**src/rtl/commu_pkg.sv**
```systemverilog
// Shared constants and FSM state encoding for the UART protocol layer.
package commu_pkg;

  localparam logic [7:0] SOF_REQ = 8'hA5;
  localparam logic [7:0] SOF_RSP = 8'h5A;
  localparam logic [7:0] CMD_WR  = 8'h01;
  localparam logic [7:0] CMD_RD  = 8'h02;
  localparam logic [7:0] RSP_ERR = 8'hFF;

  typedef enum logic [2:0] {
    ST_IDLE,
    ST_CMD,
    ST_ADDR,
    ST_DATA,
    ST_EXEC,
    ST_WAIT_Q,
    ST_RESP
  } state_e;

endpackage

```
**src/rtl/commu_txq.sv**
```systemverilog
// Response byte buffer (up to 3 bytes) with microsecond pacing toward a
// transmitter that has no ready/backpressure signal.
module commu_txq #(
  parameter int unsigned TX_GAP_US = 100
) (
  input  logic       clk_sys,
  input  logic       rst_n,
  input  logic       pluse_us,
  input  logic       load_i,
  input  logic [1:0] len_i,
  input  logic [7:0] byte0_i,
  input  logic [7:0] byte1_i,
  input  logic [7:0] byte2_i,
  output logic [7:0] tx_data_o,
  output logic       tx_vld_o,
  output logic       busy_o
);

  localparam logic [15:0] GAP = 16'(TX_GAP_US);

  logic [7:0]  byte0_q, byte1_q, byte2_q;
  logic [1:0]  len_q, len_d;
  logic [1:0]  idx_q, idx_d;
  logic [15:0] gap_q, gap_d;
  logic        first_q, first_d;
  logic        busy_q, busy_d;
  logic        gap_done, more, fire;
  logic [7:0]  sel_byte;

  // A pulse coincident with a tx_vld cycle is not counted toward the gap.
  always_comb begin
    gap_done = busy_q && !first_q && pluse_us && (gap_q == GAP - 16'd1);
    more     = (idx_q < len_q);
    fire     = gap_done && more;
    tx_vld_o = first_q || fire;
    case (first_q ? 2'd0 : idx_q)
      2'd0:    sel_byte = byte0_q;
      2'd1:    sel_byte = byte1_q;
      default: sel_byte = byte2_q;
    endcase
    tx_data_o = tx_vld_o ? sel_byte : 8'h00;
    busy_o    = busy_q;
  end

  always_comb begin
    first_d = 1'b0;
    busy_d  = busy_q;
    idx_d   = idx_q;
    gap_d   = gap_q;
    len_d   = len_q;
    if (load_i) begin
      first_d = 1'b1;
      busy_d  = 1'b1;
      idx_d   = 2'd1;
      gap_d   = '0;
      len_d   = len_i;
    end else if (tx_vld_o) begin
      gap_d = '0;
      if (fire) idx_d = idx_q + 2'd1;
    end else if (gap_done) begin
      // Trailing gap after the last byte has elapsed.
      busy_d = 1'b0;
      gap_d  = '0;
    end else if (busy_q && pluse_us && (gap_q != GAP)) begin
      gap_d = gap_q + 16'd1;
    end
  end

  always_ff @(posedge clk_sys or negedge rst_n) begin
    if (!rst_n) begin
      first_q <= 1'b0;
      busy_q  <= 1'b0;
      idx_q   <= '0;
      gap_q   <= '0;
      len_q   <= '0;
    end else begin
      first_q <= first_d;
      busy_q  <= busy_d;
      idx_q   <= idx_d;
      gap_q   <= gap_d;
      len_q   <= len_d;
    end
  end

  always_ff @(posedge clk_sys) begin
    if (load_i) begin
      byte0_q <= byte0_i;
      byte1_q <= byte1_i;
      byte2_q <= byte2_i;
    end
  end

endmodule

```
**src/rtl/commu_proto.sv**
```systemverilog
// UART frame parser: decodes A5-prefixed write/read requests, drives the fx
// register bus and queues the acknowledge/response frame for transmission.
module commu_proto
  import commu_pkg::*;
#(
  parameter int unsigned RD_LAT    = 1,
  parameter int unsigned TX_GAP_US = 100,
  parameter int unsigned RX_TMO_US = 2000
) (
  input  logic        clk_sys,
  input  logic        rst_n,
  input  logic        pluse_us,
  input  logic [7:0]  rx_data,
  input  logic        rx_vld,
  output logic [7:0]  tx_data,
  output logic        tx_vld,
  output logic [31:0] fx_waddr,
  output logic [7:0]  fx_data,
  output logic        fx_wr,
  output logic [31:0] fx_raddr,
  output logic        fx_rd,
  input  logic [7:0]  fx_q
);

  localparam logic [15:0] TMO      = 16'(RX_TMO_US);
  localparam logic [2:0]  LAT_LAST = 3'(RD_LAT - 1);

  state_e      state_q, state_d;
  logic [7:0]  cmd_q;
  logic [31:0] addr_q;
  logic [1:0]  cnt_q, cnt_d;
  logic [15:0] tmo_q, tmo_d;
  logic [2:0]  lat_q, lat_d;
  logic [31:0] waddr_q, raddr_q;
  logic [7:0]  wdata_q;
  logic        in_frame, tmo_hit, rx_take, lat_done;
  logic        txq_load, txq_busy;
  logic [1:0]  txq_len;
  logic [7:0]  txq_b1, txq_b2;

  assign in_frame = (state_q == ST_CMD) || (state_q == ST_ADDR) || (state_q == ST_DATA);
  assign tmo_hit  = in_frame && (tmo_q == TMO);
  assign rx_take  = rx_vld && !tmo_hit;
  assign lat_done = (lat_q == LAT_LAST);

  always_ff @(posedge clk_sys or negedge rst_n) begin
    if (!rst_n) state_q <= ST_IDLE;
    else        state_q <= state_d;
  end

  // Bytes arriving in EXEC/WAIT_Q/RESP are ignored; a mid-frame A5 is payload.
  always_comb begin
    state_d = state_q;
    case (state_q)
      ST_IDLE:   if (rx_vld && rx_data == SOF_REQ) state_d = ST_CMD;
      ST_CMD: begin
        if (tmo_hit)     state_d = ST_IDLE;
        else if (rx_vld) state_d = (rx_data == CMD_WR || rx_data == CMD_RD) ? ST_ADDR : ST_EXEC;
      end
      ST_ADDR: begin
        if (tmo_hit)                      state_d = ST_IDLE;
        else if (rx_vld && cnt_q == 2'd3) state_d = (cmd_q == CMD_WR) ? ST_DATA : ST_EXEC;
      end
      ST_DATA: begin
        if (tmo_hit)     state_d = ST_IDLE;
        else if (rx_vld) state_d = ST_EXEC;
      end
      ST_EXEC:   state_d = (cmd_q == CMD_RD) ? ST_WAIT_Q : ST_RESP;
      ST_WAIT_Q: if (lat_done) state_d = ST_RESP;
      ST_RESP:   if (!txq_busy) state_d = ST_IDLE;
      default:   state_d = ST_IDLE;
    endcase
  end

  always_comb begin
    fx_wr    = 1'b0;
    fx_rd    = 1'b0;
    txq_load = 1'b0;
    txq_len  = 2'd2;
    txq_b1   = cmd_q;
    txq_b2   = fx_q;
    case (state_q)
      ST_EXEC: begin
        fx_wr = (cmd_q == CMD_WR);
        fx_rd = (cmd_q == CMD_RD);
        if (cmd_q != CMD_RD) begin
          txq_load = 1'b1;
          txq_b1   = (cmd_q == CMD_WR) ? CMD_WR : RSP_ERR;
        end
      end
      ST_WAIT_Q: begin
        // fx_q is captured into the response buffer on this cycle.
        if (lat_done) begin
          txq_load = 1'b1;
          txq_len  = 2'd3;
          txq_b1   = CMD_RD;
        end
      end
      default: ;
    endcase
  end

  always_comb begin
    cnt_d = (state_q == ST_ADDR) ? (rx_take ? cnt_q + 2'd1 : cnt_q) : 2'd0;
    lat_d = (state_q == ST_WAIT_Q) ? lat_q + 3'd1 : 3'd0;
    if (!in_frame || rx_vld)       tmo_d = '0;
    else if (pluse_us && !tmo_hit) tmo_d = tmo_q + 16'd1;
    else                           tmo_d = tmo_q;
  end

  always_ff @(posedge clk_sys or negedge rst_n) begin
    if (!rst_n) begin
      cnt_q <= '0;
      lat_q <= '0;
      tmo_q <= '0;
    end else begin
      cnt_q <= cnt_d;
      lat_q <= lat_d;
      tmo_q <= tmo_d;
    end
  end

  always_ff @(posedge clk_sys) begin
    if (state_q == ST_CMD && rx_take)  cmd_q  <= rx_data;
    if (state_q == ST_ADDR && rx_take) addr_q <= {addr_q[23:0], rx_data};
  end

  // Bus address/data outputs hold the last access and clear on reset.
  always_ff @(posedge clk_sys or negedge rst_n) begin
    if (!rst_n) begin
      waddr_q <= '0;
      wdata_q <= '0;
      raddr_q <= '0;
    end else begin
      if (state_q == ST_DATA && rx_take) begin
        waddr_q <= addr_q;
        wdata_q <= rx_data;
      end
      if (state_q == ST_ADDR && rx_take && cnt_q == 2'd3 && cmd_q == CMD_RD)
        raddr_q <= {addr_q[23:0], rx_data};
    end
  end

  assign fx_waddr = waddr_q;
  assign fx_data  = wdata_q;
  assign fx_raddr = raddr_q;

  commu_txq #(
    .TX_GAP_US (TX_GAP_US)
  ) u_txq (
    .clk_sys   (clk_sys),
    .rst_n     (rst_n),
    .pluse_us  (pluse_us),
    .load_i    (txq_load),
    .len_i     (txq_len),
    .byte0_i   (SOF_RSP),
    .byte1_i   (txq_b1),
    .byte2_i   (txq_b2),
    .tx_data_o (tx_data),
    .tx_vld_o  (tx_vld),
    .busy_o    (txq_busy)
  );

endmodule

```
**config.mk**
```make
export PLATFORM = sky130hd
export DESIGN_NAME = commu_proto
export DESIGN_NICKNAME = d
export VERILOG_FILES = /design/src/rtl/commu_pkg.sv /design/src/rtl/commu_txq.sv /design/src/rtl/commu_proto.sv
export SDC_FILE = /design/constraint.sdc
export NUM_CORES = 1
export LEC_CHECK = 0
export BUFFER_PORTS_ARGS = -buffer_cell sky130_fd_sc_hd__buf_2
export CAP_MARGIN = 5
export CORE_MARGIN = 2
export CORE_UTILIZATION = 52
export DETAILED_ROUTE_END_ITERATION = 10
export GPL_TIMING_DRIVEN = 1
export PLACE_DENSITY = 0.76
export SLEW_MARGIN = 0
export SYNTH_ARGS = -nofsm -noshare
export SYNTH_HDL_FRONTEND = slang
export SYNTH_SLANG_ARGS = --single-unit
```
**constraint.sdc**
```tcl
create_clock -name clk_sys -period 2.56 [get_ports clk_sys]
set_input_delay 0.384 -clock clk_sys [delete_from_list [all_inputs] [get_ports clk_sys]]
set_output_delay 0.384 -clock clk_sys [all_outputs]
set_load 0.05 [all_outputs]
```
Yosys cells after proc, flatten, opt, wreduce, memory -nomap -nowiden
Cells that the tools add are included.
{"block": "op_classes", "add_sub_neg": 5, "mul": 0, "n_div": 0, "n_lt_le_gt_ge": 1, "eq_ne": 25, "shifts": 0, "muxes": 43, "bitwise_logic": 0, "reduce_logical": 35}
{"op": "two-way mux 16 bit", "n": 6}
{"op": "two-way mux 3 bit", "n": 12}
{"op": "adder 16 x 1 -> 16 bit (second input constant)", "n": 2}
{"op": "two-way mux 8 bit", "n": 4}
{"op": "case mux 8 bit (2 select lines)", "n": 2}
{"op": "case mux 3 bit (7 select lines)", "n": 1}
{"op": "equality test 16 x 11 -> 1 bit (second input constant)", "n": 1}
{"op": "equality test 16 x 7 -> 1 bit (second input constant)", "n": 1}
{"op": "equality test 8 x 1 -> 1 bit (second input constant)", "n": 2}
{"op": "equality test 8 x 2 -> 1 bit (second input constant)", "n": 2}
{"op": "logical AND 1 bit", "n": 16}
{"op": "!= test 16 x 7 -> 1 bit (second input constant)", "n": 1}
{"op": "two-way mux 2 bit", "n": 7}
{"op": "two-way mux 1 bit", "n": 10}
{"op": "equality test 3 bit (second input constant)", "n": 3}
{"op": "equality test 8 bit (second input constant)", "n": 1}
{"op": "!= test 2 bit (second input constant)", "n": 4}
{"op": "!= test 8 x 2 -> 1 bit (second input constant)", "n": 1}
{"op": "nonzero test 2 bit", "n": 4}
{"op": "equality test 3 x 2 -> 1 bit (second input constant)", "n": 2}
{"op": "zero test 3 bit", "n": 2}
{"op": "!= test 3 bit (second input constant)", "n": 2}
{"op": "AND reduction 6 bit", "n": 1}
{"op": "logical OR 1 bit", "n": 5}
{"op": "13 further kinds", "n": 17}
{"block": "totals", "ff_bits": 174, "latchBits": 0, "mem_bits_rw": 0, "romBits": 0, "in_bits": 20, "output_inout_bits": 83, "elab_cells": 125, "n_memories": 0}

Logic depth before layout (Yosys ltp)
{"block": "logic_depth", "depth_word": 9, "depth_mapped": 9, "depth_no_buf": 7}

Modules after synthesis
From an unflattened synthesis, not the netlist that was laid out.
{"block": "unflattened", "cells_unflattened": 565, "hier_area_um2": 7756.2}
{"mod": "commu_proto", "n_inst": 1, "cells_per_inst": 376, "area_each_um2": 5572.8, "seq_area_each_um2": 3603.5}
{"mod": "commu_txq", "n_inst": 1, "cells_per_inst": 189, "area_each_um2": 2183.3, "seq_area_each_um2": 1271.2}

Least setup slack after synthesis
Ideal clock, no wire load.
{"block": "synth_timing", "kind": "flip-flop to flip-flop", "startpoint": "register tmo_q[0]", "endpoint": "register addr_q[0] (enable)", "setup_time_ns": 0.421, "arrival_time_ns": 2.392, "t_required_ns": 2.139, "path_slack_ns": -0.253, "stages_incl_launch_ff": 7, "n_path_buf": 0, "period_less_slack_ns": 2.813, "cell_sequence": "dfrtp_1 inv_1 ha_1 nor4b_1 nand4_1 o21ai_4 nor2_1"}
{"block": "synth_via", "elab_chain_len": 5}
{"item": "from (decl)", "line_no": "commu_proto.sv:32", "rtl": "logic [15:0] tmo_q, tmo_d;"}
{"item": "from (signal assigned)", "line_no": "commu_proto.sv:119", "rtl": "tmo_q <= tmo_d;"}
{"item": "equality test 16 x 11 -> 1 bit", "line_no": "commu_proto.sv:42", "rtl": "assign tmo_hit = in_frame && (tmo_q == TMO);"}
{"item": "logical AND 1 bit", "line_no": "commu_proto.sv:42"}
{"item": "zero test 1 bit", "line_no": "commu_proto.sv:43", "rtl": "assign rx_take = rx_vld && !tmo_hit;"}
{"item": "logical AND 1 bit", "line_no": "commu_proto.sv:43"}
{"item": "logical AND 1 bit", "line_no": "commu_proto.sv:125", "rtl": "if (state_q == ST_ADDR && rx_take) addr_q <= {addr_q[23:0], rx_data};"}
{"item": "to (signal assigned)", "line_no": "commu_proto.sv:125"}
{"item": "to (decl)", "line_no": "commu_proto.sv:30", "rtl": "logic [31:0] addr_q;"}
No other way between the ends.
A chain may end at the register's enable or synchronous reset.

Final worst setup path
{"block": "layout_timing", "startpoint": "register u_txq.gap_q[1]", "endpoint": "output port tx_data[3]"}
{"block": "layout_via", "elab_chain_len": 5}
{"item": "from (decl)", "line_no": "commu_txq.sv:24", "rtl": "logic [15:0] gap_q, gap_d;"}
{"item": "from (signal assigned)", "line_no": "commu_txq.sv:80", "rtl": "gap_q <= gap_d;"}
{"item": "equality test 16 x 7 -> 1 bit", "line_no": "commu_txq.sv:32", "rtl": "gap_done = busy_q && !first_q && pluse_us && (gap_q == GAP - 16'd1);"}
{"item": "logical AND 1 bit", "line_no": "commu_txq.sv:32"}
{"item": "logical AND 1 bit", "line_no": "commu_txq.sv:34", "rtl": "fire = gap_done && more;"}
{"item": "logical OR 1 bit", "line_no": "commu_txq.sv:35", "rtl": "tx_vld_o = first_q || fire;"}
{"item": "two-way mux 8 bit", "line_no": "commu_txq.sv:41", "rtl": "tx_data_o = tx_vld_o ? sel_byte : 8'h00;"}
{"item": "to (decl)", "line_no": "commu_proto.sv:15", "rtl": "output logic [7:0] tx_data,"}
No other way between the ends.

==> impl_metrics.sql <==
INSERT INTO impl_metrics (metric_group, metric, value, unit) VALUES
('setup_path', 'r2r_end', 'fx_raddr[19]', ''),
('power', 'power_leakage', '4.03', 'nW'),
('power', 'switching_share', '38.0', '%'),
('cts', 'htreeDepth', '4', ''),
('timing', 'report.final.slew_viol_count', '0', ''),
('timing', 'timing.hold.ws', '0.130', 'ns'),
('outcome', 'run_status', 'finished, final reports clean', ''),
('floorplanning', 'core_region_area', '0.0138', 'sq mm'),
('timing', 'finalHoldViolCount', '0', ''),
('synth', 'syn_inst', '528', ''),
('layout', 'drive_above_1_share', '36.0', '%'),
('synth', 'asyncSetResetFlopFracSynth', '67.8', '%'),
('setup_path', 'reg2reg_depth', '9', ''),
('floorplanning', 'starting_density', '53.0', '%'),
('global_route', 'grt_start_max_net_pins', '57', ''),
('global_route', 'grtUsageTotal', '21.4', '%'),
('drt', 'vias', '4614', ''),
('cts', 'cts_tree', 'built', ''),
('timing', 'finalClockSkew', '0.0110', 'ns'),
('layout', 'mostFrequentLayoutCell', 'sky130_fd_sc_hd__dfrtp_1', ''),
('global_route', 'gr-usage-met2', '34.5', '%'),
('setup_path', 'timing.critical_path.fanout_max', '9', ''),
('placement', 'placement.io_buffers', '102', ''),
('power', 'power.density', '1040', 'mW/mm^2'),
('global_route', 'first_global_vias', '4787', ''),
('drt', 'first_iter_violations', '413', ''),
('global_route', 'globalRouteMet3Util', '4.14', '%'),
('placement', 'post-dp-hpwl', '10300', 'microns'),
('setup_path', 'crit-reg2reg-launch', 'tmo_q[0]', ''),
('layout', 'nets', '677', ''),
('synth', 'synth_cell_type_count', '57', ''),
('timing', 'tightest_slew', '1.13', 'ns'),
('timing', 'final-setup-viol-count', '0', ''),
('layout', 'multi_input_area', '0.00254', 'sq mm'),
('power', 'seq_power_share', '42.0', '%'),
('setup_path', 'timing.critical_path.arrival', '2.17', 'ns'),
('timing', 'layout_setup_ws', '0.00164', 'ns'),
('drt', 'drc', '0', ''),
('drt', 'detail_route.vias_per_cell', '5.48', ''),
('synth', 'yosys_warnings', '0', ''),
('setup_path', 'setup.reg_to_reg.worst_slack', '0.13', 'ns'),
('placement', 'dpl_cell_area', '0.00803', 'sq mm'),
('floorplanning', 'die_height', '123', 'microns'),
('layout', 'layout.area.seq', '0.00464', 'sq mm'),
('cts', 'clock_tree.root_cell', 'sky130_fd_sc_hd__clkbuf_16', ''),
('timing', 'final.min_clock_period', '2.56', 'ns'),
('power', 'cellInternalPower', '5.60', 'mW'),
('setup_path', 'worstSetupEndpoint', 'tx_data[3]', ''),
('hold_path', 'hold_class', 'in -> reg', ''),
('layout', 'count_of_filler_cells_inserted_in_the_layout', '1017', ''),
('setup_path', 'timing.critical_path.from', 'u_txq.gap_q[1]', ''),
('synth', 'synth_fp_nets', '556', ''),
('placement', 'pre_cts_slack', '0.0990', 'ns'),
('drt', 'antenna_left', '0', ''),
('timing', 'rsz0062_at_grt', 'yes', ''),
('drt', 'drt-pass1-iter-count', '4', ''),
('global_route', 'globalRouteMet1Util', '28.2', '%'),
('drt', 'drt-total-wl', '15100', 'microns'),
('timing', 'maxClockFrequency', '391', 'MHz'),
('layout', 'number_of_antenna_cells_inserted', '0', ''),
('placement', 'gp_congestion', '0.822', ''),
('cts', 'clkSinkCount', '174', ''),
('global_route', 'gr-total-overflow', '0', ''),
('layout', 'stdcell_area', '0.00872', 'sq mm'),
('drt', 'drt-wirelength-per-cell', '17.9', 'microns'),
('synth', 'syn_avg_cell_area', '13.9', 'sq um'),
('timing', 'relSlewSlack', '24.0', '%'),
('power', 'vdd_ir_max', '0.000664', 'V'),
('power', 'clkPwrFrac', '27.0', '%'),
('power', 'p_switching', '3.43', 'mW'),
('synth', 'netlist_area', '0.00732', 'sq mm');
==> flip-flops by register name, summed over array words and instances, names as in the netlist <==
| register | cells |
|---|---|
| fx_data | 8 |
| fx_waddr | 32 |
| cmd_q | 8 |
| fx_raddr | 32 |
| u_txq.first_q | 1 |
| u_txq.gap_q | 16 |
| tmo_q | 16 |
| addr_q | 32 |
| u_txq.idx_q | 2 |
| u_txq.busy_o | 1 |
| u_txq.len_q | 2 |
| state_q | 3 |
| lat_q | 3 |
| u_txq.byte1_q | 8 |
| cnt_q | 2 |
| u_txq.byte2_q | 8 |
==> layer usage <==
layer / routed length (microns) / part of all wire [%]
met5: 0 / 0
met4: 404 / 2.7
met3: 686 / 4.5
met2: 7540 / 50
met1: 6460 / 43
==> power by group through the flow <==
stage	combinational, mW	sequential [mW]	clock (mW)
after floorplan	1.03	4.82	0
after global placement	2.68	3.80	0
after detailed placement	2.75	3.84	0
after CTS	2.77	3.79	2.48
after global routing	2.95	3.85	2.60
final	2.79	3.79	2.44
==> metrics by stage <==
stage	instances	utilization (%)	TNS [ns]
3_5_place_dp	802	58.1	0
5_1_grt	842	63.0	-0.233
3_3_place_gp	802	58.1	0
6_report	842	63.0	0
2_1_floorplan	528	-	0
4_1_cts	836	62.4	0
==> cells in the mapped netlist, drive strengths merged, types with 7 or more instances <==
cell	instances	area [sq um]
xor2	18	158
nor3	9	45.0
nor2	43	161
a21oi	13	65.1
o21ai	12	71.3
ha	8	100
dfrtp	118	2950
buf	12	133
or3	9	56.3
nand3	11	55.1
o21bai	7	52.6
nand4	10	62.6
edfxtp	56	1680
nand2	36	135
mux2	72	923
inv	13	48.8
==> area by class of cell <==
class / count / share of cell area, %
Inverter: 13 / 0.560
Clock inverter: 12 / 1.15
Multi-Input combinational cell: 323 / 29.1
Tap cell: 180 / 2.58
Sequential cell: 174 / 53.2
Clock buffer: 20 / 5.25
Timing Repair Buffer: 120 / 8.13
==> repair_timing <==
action                                  CTS  global route
gates cloned                              0             0
pin swaps                                 1             1
setup buffers                             1             6
gates resized for setup                  10            11
hold buffers                              1             0
endpoints found under the setup margin    9            83
hold endpoints to repair                 31             0
==> worst max-delay path, cell delays in order (launching register included) <==
cell,delay [ns]
sky130_fd_sc_hd__dfrtp_1,0.40
sky130_fd_sc_hd__ha_1,0.21
sky130_fd_sc_hd__nand3_1,0.12
sky130_fd_sc_hd__or3_4,0.37
sky130_fd_sc_hd__nor2_4,0.14
sky130_fd_sc_hd__nand2_4,0.11
sky130_fd_sc_hd__o21bai_1,0.17
sky130_fd_sc_hd__buf_4,0.22
==> kinds of logic (layout without fill, tap and decap cells) <==
family / Yosys count / after routing / synth area share [%]
simple gates: 157 / 157 / 11.3
compound gates: 59 / 59 / 5.40
xor+xnor: 24 / 24 / 2.87
fa+ha+maj: 8 / 8 / 1.37
flops: 174 / 174 / 63.3
buf+inv: 31 / 165 / 2.78
mux: 75 / 75 / 13.0
==> how the worst min path moves through the flow <==
stage | slack, ns | from | cells past startpoint | endpoint
after global placement | 0.35 | rst_n | 1 | fx_data[3]
final | 0.13 | fx_q[7] | 1 | u_txq.byte2_q[7]
after floorplan | 0.09 | rst_n | 0 | cnt_q[0]
after detailed placement | 0.36 | rst_n | 1 | fx_data[0]
after CTS | 0.12 | fx_q[7] | 1 | u_txq.byte2_q[7]
after global routing | 0.12 | fx_q[7] | 1 | u_txq.byte2_q[7]
Note: power is estimated with default switching activity, not from simulation.
